--- config.mk ---
export PLATFORM = sky130hd
export DESIGN_NAME = sobel_radicand_gen_flat
export DESIGN_NICKNAME = d
export VERILOG_FILES = /design/src/rtl/sobel_pkg.sv /design/src/rtl/sobel_radicand_gen_if.sv /design/src/rtl/sobel_line_buffer.sv /design/src/rtl/sobel_radicand_gen.sv /design/src/flat_wrapper.sv
export SDC_FILE = /design/constraint.sdc
export NUM_CORES = 2
export LEC_CHECK = 0
export ABC_AREA = 1
export CORE_AREA = 2 2 457 459
export DETAILED_ROUTE_END_ITERATION = 10
export DIE_AREA = 0 0 459 461
export SYNTH_ARGS = -nofsm -noshare
export SYNTH_HDL_FRONTEND = slang
export SYNTH_SLANG_ARGS = --single-unit
--- constraint.sdc ---
create_clock -name clk -period 8.29 [get_ports clk]
set_input_delay 2.0725 -clock clk [delete_from_list [all_inputs] [get_ports clk]]
set_output_delay 2.0725 -clock clk [all_outputs]
set_load 0.01 [all_outputs]
--- src/rtl/sobel_pkg.sv ---
// Widths shared by the Sobel radicand generator and the downstream square-root stage.
// RAD_W is the contract with the square-root stage; change both sides together.
package sobel_pkg;
  localparam int PIX_W     = 8;
  localparam int GRAD_W    = 11;
  localparam int SUM_W     = 22;
  localparam int RAD_W     = 16;
  localparam int RAD_SHIFT = 5;

  typedef logic [PIX_W-1:0] pix_t;
  typedef logic [RAD_W-1:0] rad_t;
endpackage

--- src/rtl/sobel_radicand_gen_if.sv ---
// Pixel-in / radicand-out valid-ready handshakes of the Sobel radicand generator.
// master is the side feeding pixels and consuming radicands; slave is the generator.
interface sobel_radicand_gen_if;
  import sobel_pkg::*;

  logic pix_valid;
  logic pix_ready;
  pix_t pix_in;
  logic sof;
  logic rad_valid;
  logic rad_ready;
  rad_t rad_out;

  modport master (
    output pix_valid, pix_in, sof, rad_ready,
    input  pix_ready, rad_valid, rad_out
  );

  modport slave (
    input  pix_valid, pix_in, sof, rad_ready,
    output pix_ready, rad_valid, rad_out
  );
endinterface

--- src/rtl/sobel_line_buffer.sv ---
// Two IMG_W-deep line stores holding rows r-1 and r-2, sharing one column index.
// Reads are combinational so the old contents are seen before the write at the edge.
module sobel_line_buffer
  import sobel_pkg::*;
#(
  parameter int IMG_W = 64
) (
  input  logic                     clk,
  input  logic                     we_i,
  input  logic [$clog2(IMG_W)-1:0] col_i,
  input  pix_t                     pix_i,
  output pix_t                     row1_o,
  output pix_t                     row2_o
);
  pix_t row1_mem [IMG_W];
  pix_t row2_mem [IMG_W];

  assign row1_o = row1_mem[col_i];
  assign row2_o = row2_mem[col_i];

  // Storage is deliberately unreset; row/col gating keeps stale data out of results.
  always_ff @(posedge clk) begin
    if (we_i) begin
      row1_mem[col_i] <= pix_i;
      row2_mem[col_i] <= row1_mem[col_i];
    end
  end
endmodule

--- src/rtl/sobel_radicand_gen.sv ---
// 3x3 Sobel gradient magnitude radicand, (Gx^2+Gy^2)>>5, in a three-stage pipeline.
// Every stage moves only when the output slot is free or being consumed.
module sobel_radicand_gen
  import sobel_pkg::*;
#(
  parameter int IMG_W = 64
) (
  input  logic                clk,
  input  logic                rst_n,
  sobel_radicand_gen_if.slave bus
);
  localparam int              COL_W     = $clog2(IMG_W);
  localparam logic [COL_W-1:0] COL_LAST  = COL_W'(IMG_W - 1);
  localparam logic [COL_W-1:0] COL_FIRST = COL_W'(2);
  localparam logic [1:0]       ROW_SAT   = 2'd2;

  function automatic logic signed [GRAD_W-1:0] zx(input pix_t p);
    return $signed(GRAD_W'(p));
  endfunction

  // (b0 + 2*b1 + b2) - (a0 + 2*a1 + a2); fits 11 bits signed for 8-bit pixels.
  function automatic logic signed [GRAD_W-1:0] grad(input pix_t a0, a1, a2, b0, b1, b2);
    return (zx(b0) + (zx(b1) <<< 1) + zx(b2)) - (zx(a0) + (zx(a1) <<< 1) + zx(a2));
  endfunction

  function automatic logic [SUM_W-1:0] mag_sq(input logic signed [GRAD_W-1:0] gx, gy);
    logic signed [SUM_W-1:0] x, y;
    x = SUM_W'(gx);
    y = SUM_W'(gy);
    return x * x + y * y;
  endfunction

  // Plain truncation: the largest sum (2*1020^2) still lands within 16 bits.
  function automatic rad_t rad_trunc(input logic [SUM_W-1:0] s);
    return RAD_W'(s >> RAD_SHIFT);
  endfunction

  logic                     adv, accept;
  logic [COL_W-1:0]         col_q, col_d, col_eff;
  logic [1:0]               row_q, row_d, row_eff;
  pix_t                     lb_r1, lb_r2;
  pix_t                     win_p0_q [3][3];
  logic                     vld_p0_q, vld_p1_q, vld_p2_q;
  logic signed [GRAD_W-1:0] gx_p1_q, gy_p1_q;
  rad_t                     rad_p2_q;

  assign adv           = !vld_p2_q || bus.rad_ready;
  assign accept        = bus.pix_valid && adv;
  assign bus.pix_ready = adv;
  assign bus.rad_valid = vld_p2_q;
  assign bus.rad_out   = rad_p2_q;

  // sof forces the accepted pixel to (0,0) before any gating or indexing uses it.
  always_comb begin
    col_eff = bus.sof ? '0 : col_q;
    row_eff = bus.sof ? '0 : row_q;
    col_d   = col_q;
    row_d   = row_q;
    if (accept) begin
      col_d = col_eff + COL_W'(1);
      row_d = row_eff;
      if (col_eff == COL_LAST) begin
        col_d = '0;
        if (row_eff != ROW_SAT) row_d = row_eff + 2'd1;
      end
    end
  end

  always_ff @(posedge clk or negedge rst_n) begin
    if (!rst_n) begin
      col_q <= '0;
      row_q <= '0;
    end else begin
      col_q <= col_d;
      row_q <= row_d;
    end
  end

  sobel_line_buffer #(.IMG_W(IMG_W)) u_line_buffer (
    .clk    (clk),
    .we_i   (accept),
    .col_i  (col_eff),
    .pix_i  (bus.pix_in),
    .row1_o (lb_r1),
    .row2_o (lb_r2)
  );

  // S1: window capture
  always_ff @(posedge clk or negedge rst_n) begin
    if (!rst_n) begin
      for (int i = 0; i < 3; i++)
        for (int j = 0; j < 3; j++) win_p0_q[i][j] <= '0;
      vld_p0_q <= 1'b0;
    end else begin
      if (accept) begin
        for (int i = 0; i < 3; i++) begin
          win_p0_q[i][0] <= win_p0_q[i][1];
          win_p0_q[i][1] <= win_p0_q[i][2];
        end
        win_p0_q[0][2] <= lb_r2;
        win_p0_q[1][2] <= lb_r1;
        win_p0_q[2][2] <= bus.pix_in;
      end
      if (adv) vld_p0_q <= accept && (row_eff == ROW_SAT) && (col_eff >= COL_FIRST);
    end
  end

  // S2: gradients
  always_ff @(posedge clk or negedge rst_n) begin
    if (!rst_n) vld_p1_q <= 1'b0;
    else if (adv) vld_p1_q <= vld_p0_q;
  end

  always_ff @(posedge clk) begin
    if (adv && vld_p0_q) begin
      gx_p1_q <= grad(win_p0_q[0][0], win_p0_q[1][0], win_p0_q[2][0],
                      win_p0_q[0][2], win_p0_q[1][2], win_p0_q[2][2]);
      gy_p1_q <= grad(win_p0_q[0][0], win_p0_q[0][1], win_p0_q[0][2],
                      win_p0_q[2][0], win_p0_q[2][1], win_p0_q[2][2]);
    end
  end

  // S3: squares, sum, shift
  always_ff @(posedge clk or negedge rst_n) begin
    if (!rst_n) begin
      vld_p2_q <= 1'b0;
      rad_p2_q <= '0;
    end else if (adv) begin
      vld_p2_q <= vld_p1_q;
      if (vld_p1_q) rad_p2_q <= rad_trunc(mag_sq(gx_p1_q, gy_p1_q));
    end
  end
endmodule
--- src/flat_wrapper.sv ---
// flat-port wrapper written by rule: the top's interface ports become plain ports
module sobel_radicand_gen_flat import sobel_pkg::*;
#(
  parameter int IMG_W = 64
)
  (clk, rst_n, bus_pix_valid, bus_pix_in, bus_sof, bus_rad_ready, bus_pix_ready, bus_rad_valid, bus_rad_out);
  sobel_radicand_gen_if bus_i ();
  input  logic clk;
  input  logic rst_n;
  input wire logic [$bits(bus_i.pix_valid)-1:0] bus_pix_valid;
  input wire logic [$bits(bus_i.pix_in)-1:0] bus_pix_in;
  input wire logic [$bits(bus_i.sof)-1:0] bus_sof;
  input wire logic [$bits(bus_i.rad_ready)-1:0] bus_rad_ready;
  output wire logic [$bits(bus_i.pix_ready)-1:0] bus_pix_ready;
  output wire logic [$bits(bus_i.rad_valid)-1:0] bus_rad_valid;
  output wire logic [$bits(bus_i.rad_out)-1:0] bus_rad_out;
  assign bus_i.pix_valid = bus_pix_valid;
  assign bus_i.pix_in = bus_pix_in;
  assign bus_i.sof = bus_sof;
  assign bus_i.rad_ready = bus_rad_ready;
  assign bus_pix_ready = bus_i.pix_ready;
  assign bus_rad_valid = bus_i.rad_valid;
  assign bus_rad_out = bus_i.rad_out;
  sobel_radicand_gen #(.IMG_W(IMG_W)) u_core (.clk(clk), .rst_n(rst_n), .bus(bus_i));
endmodule
==> results.py <==
metrics = {
    "outcome": {
        "status": "complete, no violations",
    },
    "route": {
        "dr.first_iter.drc_count": 4168,
        "wl_per_cell_um": 20.7,
        "drt.antenna.violating_nets": 0,
        "detail_route.wirelength_mm": 163,
        "avgViaCountPerCell": 4.74,
        "detailed_route_drc_error_count": 0,
        "drtPass1Iterations": 6,
        "detailroute.via_count": 37200,
    },
    "pwr": {
        "power.total_mw": 15.5,
        "powerDensity_mw_per_mm2": 245,
        "leakagePower_nw": 24.6,
        "power.ir.vdd_worst_mv": 0.246,
    },
    "critical_path": {
        "cp.buffers_inverters": 5,
        "worstSetupEndpointType": "register",
        "timing.critical_path.from_type": "register",
        "crit_path_max_fanout": 15,
        "timing.critical_path.slowest_cell_delay_ns": 0.73,
        "worst-endpoint-required_ns": 8.87,
        "setup.worst_path.class": "reg -> reg",
        "largest_delay_contributor_family_on_the_critical_path": "adder cells",
        "worst-endpoint-arrival_ns": 7.18,
        "critical_path_cell_by_cell": "nand2_1 -> inv_1 -> fa_1 -> inv_1 -> fa_1 -> inv_1 -> fa_1 -> fa_1 -> fa_1 -> fa_1 -> inv_1 -> fa_1 -> inv_1 -> ha_1 -> a21oi_1 -> o21ai_0 -> a211oi_1 -> o21ai_0 -> or2_2 -> nand3_1 -> nand2_1",
        "slowest_stage": "sky130_fd_sc_hd__edfxtp_1",
        "crit_top_cell": "sky130_fd_sc_hd__fa_1",
    },
    "cts": {
        "tritoncts.num_buffers": 113,
        "htree_depth": 3,
        "tritoncts_num_sinks": 1145,
        "ctsRootBufferMaster": "sky130_fd_sc_hd__clkbuf_16",
        "tritoncts": "done",
        "cts-root-to-sink-buffers": 3,
        "clk_pin_slew_worst_paths_ns": 0.05,
        "postCtsSetupRepairBufs": 0,
        "cts_hold_buf": 0,
        "cts_repair_resize_count": 0,
        "worst_skew_pair.late_latency_ns": 0.78,
    },
    "timing": {
        "min_period_over_period": 0.796,
        "final_max_slew_viol_count": 0,
        "final-setup-viol-count": 0,
        "setup-tns-final_ns": 0,
        "slew_headroom": 0.127,
        "final-hold-violation-count": 0,
        "grt_setup_unrepaired": "false",
        "max_clock_freq_ghz": 0.151,
        "worst_clock_skew_ns": 0.0973,
        "finalWorstPathRequiredPeriod_ns": 6.60,
        "tightestPinTransition_ns": 1.30,
    },
    "grt": {
        "largest_net_degree_at_the_start_of_global_routing": 99,
        "grt_pass1_wl_mm": 239,
        "global_route.overflow_total": 0,
        "first_global_vias": 36500,
        "antenna_found_initial": 4,
        "grt_util_all_layers": 0.150,
    },
    "final_layout": {
        "fillers": 20900,
        "layout.core_utilization": 0.306,
        "final_nets": 5465,
        "n_antenna_cell": 0,
        "drive_gt1_frac": 0.0732,
        "layout_common_cells": "sky130_fd_sc_hd__nand2_1, sky130_fd_sc_hd__edfxtp_1, sky130_fd_sc_hd__inv_1",
        "layout_commonest_cell": "sky130_fd_sc_hd__nand2_1",
        "area.growth.synth_to_final_pct": 14.1,
    },
    "synth": {
        "synth.yosys.seq_area_share": 0.611,
        "synth_area_leader_cell": "sky130_fd_sc_hd__edfxtp_1",
        "synth.net_count": 5346,
        "syn_inst": 4939,
        "yosysWarningCount": 0,
        "ys_top_cells_by_area": "sky130_fd_sc_hd__edfxtp_1, sky130_fd_sc_hd__fa_1, sky130_fd_sc_hd__nand2_1, sky130_fd_sc_hd__dfrtp_1, sky130_fd_sc_hd__inv_1",
        "postSynth.topFlopCell": "sky130_fd_sc_hd__edfxtp_1",
        "synth_edf_count": 1046,
        "synth.cell_area_mm2": 0.0555,
        "netlist-cell-type-count": 42,
        "synth_seq_cells": 1145,
        "syn_area_per_cell_um2": 11.2,
        "async_s_r_ff_share_synth": 0.0865,
        "area_share_of_the_largest_cell_type_after_synthesis": 0.566,
    },
    "flow_run": {
        "max_capacitance_violation_count": 0,
    },
    "floorplan": {
        "fp.dieArea_mm2": 0.212,
        "die_width_um": 459,
        "core-area_mm2": 0.206,
        "floorplan.initialDensity": 0.269,
        "std_cell_rows": 167,
        "die_height_um": 461,
        "io_pins": 31,
    },
    "placement": {
        "gp_congestion": 0.889,
        "port_buffers": 30,
        "detailedPlacementHpwl_mm": 102,
    },
    "worst_hold_path": {
        "holdCritPathClass": "reg -> reg",
    },
}
==> stage by stage <==
step / instances / worst slack [ns] / instance area (um2) / hold slack [ns]
finish: 7855 / 1.69 / 63300 / 0.471
global placement: 7647 / 1.47 / 59700 / 0.452
CTS: 7855 / 1.59 / 63300 / 0.472
detailed placement: 7647 / 1.36 / 59700 / 0.458
global route: 7855 / 1.27 / 63300 / 0.506
floorplan: 4939 / 2.22 / 55500 / 0.435
==> Yosys cell counts (8+ instances only) <==
master	instances
sky130_fd_sc_hd__nand4_1	59
sky130_fd_sc_hd__dfrtp_1	99
sky130_fd_sc_hd__buf_2	84
sky130_fd_sc_hd__o22ai_1	26
sky130_fd_sc_hd__edfxtp_1	1046
sky130_fd_sc_hd__o21ai_1	29
sky130_fd_sc_hd__fa_1	259
sky130_fd_sc_hd__nand2_1	1317
sky130_fd_sc_hd__or2_2	11
sky130_fd_sc_hd__xnor2_1	30
sky130_fd_sc_hd__clkbuf_1	89
sky130_fd_sc_hd__inv_1	525
sky130_fd_sc_hd__ha_1	135
sky130_fd_sc_hd__inv_2	11
sky130_fd_sc_hd__nor2_2	9
sky130_fd_sc_hd__a22oi_1	8
sky130_fd_sc_hd__a21oi_1	187
sky130_fd_sc_hd__nand3_1	104
sky130_fd_sc_hd__o211ai_1	29
sky130_fd_sc_hd__nor2_1	435
sky130_fd_sc_hd__nand3b_1	32
sky130_fd_sc_hd__xor2_1	36
sky130_fd_sc_hd__o21ai_0	312
sky130_fd_sc_hd__buf_1	14
==> registers in the layout, summed over array words and instances (netlist names), 2 cells and up <==
| signal | cells |
|---|---|
| u_core.row_q | 2 |
| u_core.gx_p1_q | 11 |
| u_core.u_line_buffer.row1_mem | 512 |
| u_core.win_p0_q | 72 |
| u_core.col_q | 6 |
| u_core.gy_p1_q | 11 |
| u_core.u_line_buffer.row2_mem | 512 |
| u_core.bus.rad_out | 16 |
==> path summary, 6_finish.rpt <==
| check | cells past startpoint | slack [ns] | from | end |
|---|---|---|---|---|
| min in group asynchronous | 1 | 1.33 | rst_n | u_core.win_p0_q[27] |
| setup reg to reg | 21 | 1.69 | u_core.gy_p1_q[10] | u_core.bus.rad_out[12] |
| max in group asynchronous | 2 | 5.57 | rst_n | u_core.bus.rad_out[1] |
| hold reg to reg | 2 | 0.47 | u_core.vld_p1_q | u_core.bus.rad_valid |
| setup / recovery | 21 | 1.69 | u_core.gy_p1_q[10] | u_core.bus.rad_out[12] |
| hold / removal | 2 | 0.47 | u_core.vld_p1_q | u_core.bus.rad_valid |
==> where the power goes <==
| part | internal [mW] | leakage (nW) | switching (mW) |
|---|---|---|---|
| sequential | 6.79 | 10.7 | 0.0990 |
| combinational | 1.33 | 12.3 | 2.31 |
| clock | 2.73 | 1.72 | 2.26 |
| total | 10.8 | 24.6 | 4.67 |
==> cells by family (layout without fill, tap and decap cells) <==
logic type	after synthesis	count (layout)	synth area share
buf+inv	733	945	0.0519
compound gates	625	625	0.0602
simple gates	1976	1976	0.142
xor+xnor	66	66	0.0104
fa+ha+maj	394	394	0.124
flops	1145	1145	0.611
==> final cells by class <==
class                   count  area (um2)  share of cell area
clock buffers             159        3080              0.0487
clock inverters            49         488             0.00771
inverters                 539        2020              0.0320
multi-input cells        3061       18800               0.297
flip-flops and latches   1145       33900               0.536
well taps                2704        3380              0.0535
repair buffers            198        1630              0.0258
==> layer usage <==
layer | GRT usage | vias to the layer above | routed length [um]
met4 | 0.0598 | 4 | 6940
met5 | 0 | - | 23
met3 | 0.0273 | 339 | 14300
met1 | 0.199 | 18500 | 66300
li1 | - | 16700 | -
met2 | 0.244 | 1741 | 74900
==> worst register-to-register path, stage by stage, from the launching register on <==
cell,delay [ns]
sky130_fd_sc_hd__edfxtp_1,0.73
sky130_fd_sc_hd__nand2_1,0.29
sky130_fd_sc_hd__inv_1,0.42
sky130_fd_sc_hd__fa_1,0.49
sky130_fd_sc_hd__inv_1,0.08
sky130_fd_sc_hd__fa_1,0.40
sky130_fd_sc_hd__inv_1,0.08
sky130_fd_sc_hd__fa_1,0.45
sky130_fd_sc_hd__fa_1,0.57
sky130_fd_sc_hd__fa_1,0.43
sky130_fd_sc_hd__fa_1,0.49
sky130_fd_sc_hd__inv_1,0.05
sky130_fd_sc_hd__fa_1,0.47
sky130_fd_sc_hd__inv_1,0.04
sky130_fd_sc_hd__ha_1,0.34
sky130_fd_sc_hd__a21oi_1,0.21
sky130_fd_sc_hd__o21ai_0,0.18
sky130_fd_sc_hd__a211oi_1,0.23
sky130_fd_sc_hd__o21ai_0,0.13
sky130_fd_sc_hd__or2_2,0.29
sky130_fd_sc_hd__nand3_1,0.07
sky130_fd_sc_hd__nand2_1,0.05
Power figures use the tool's default switching activity.
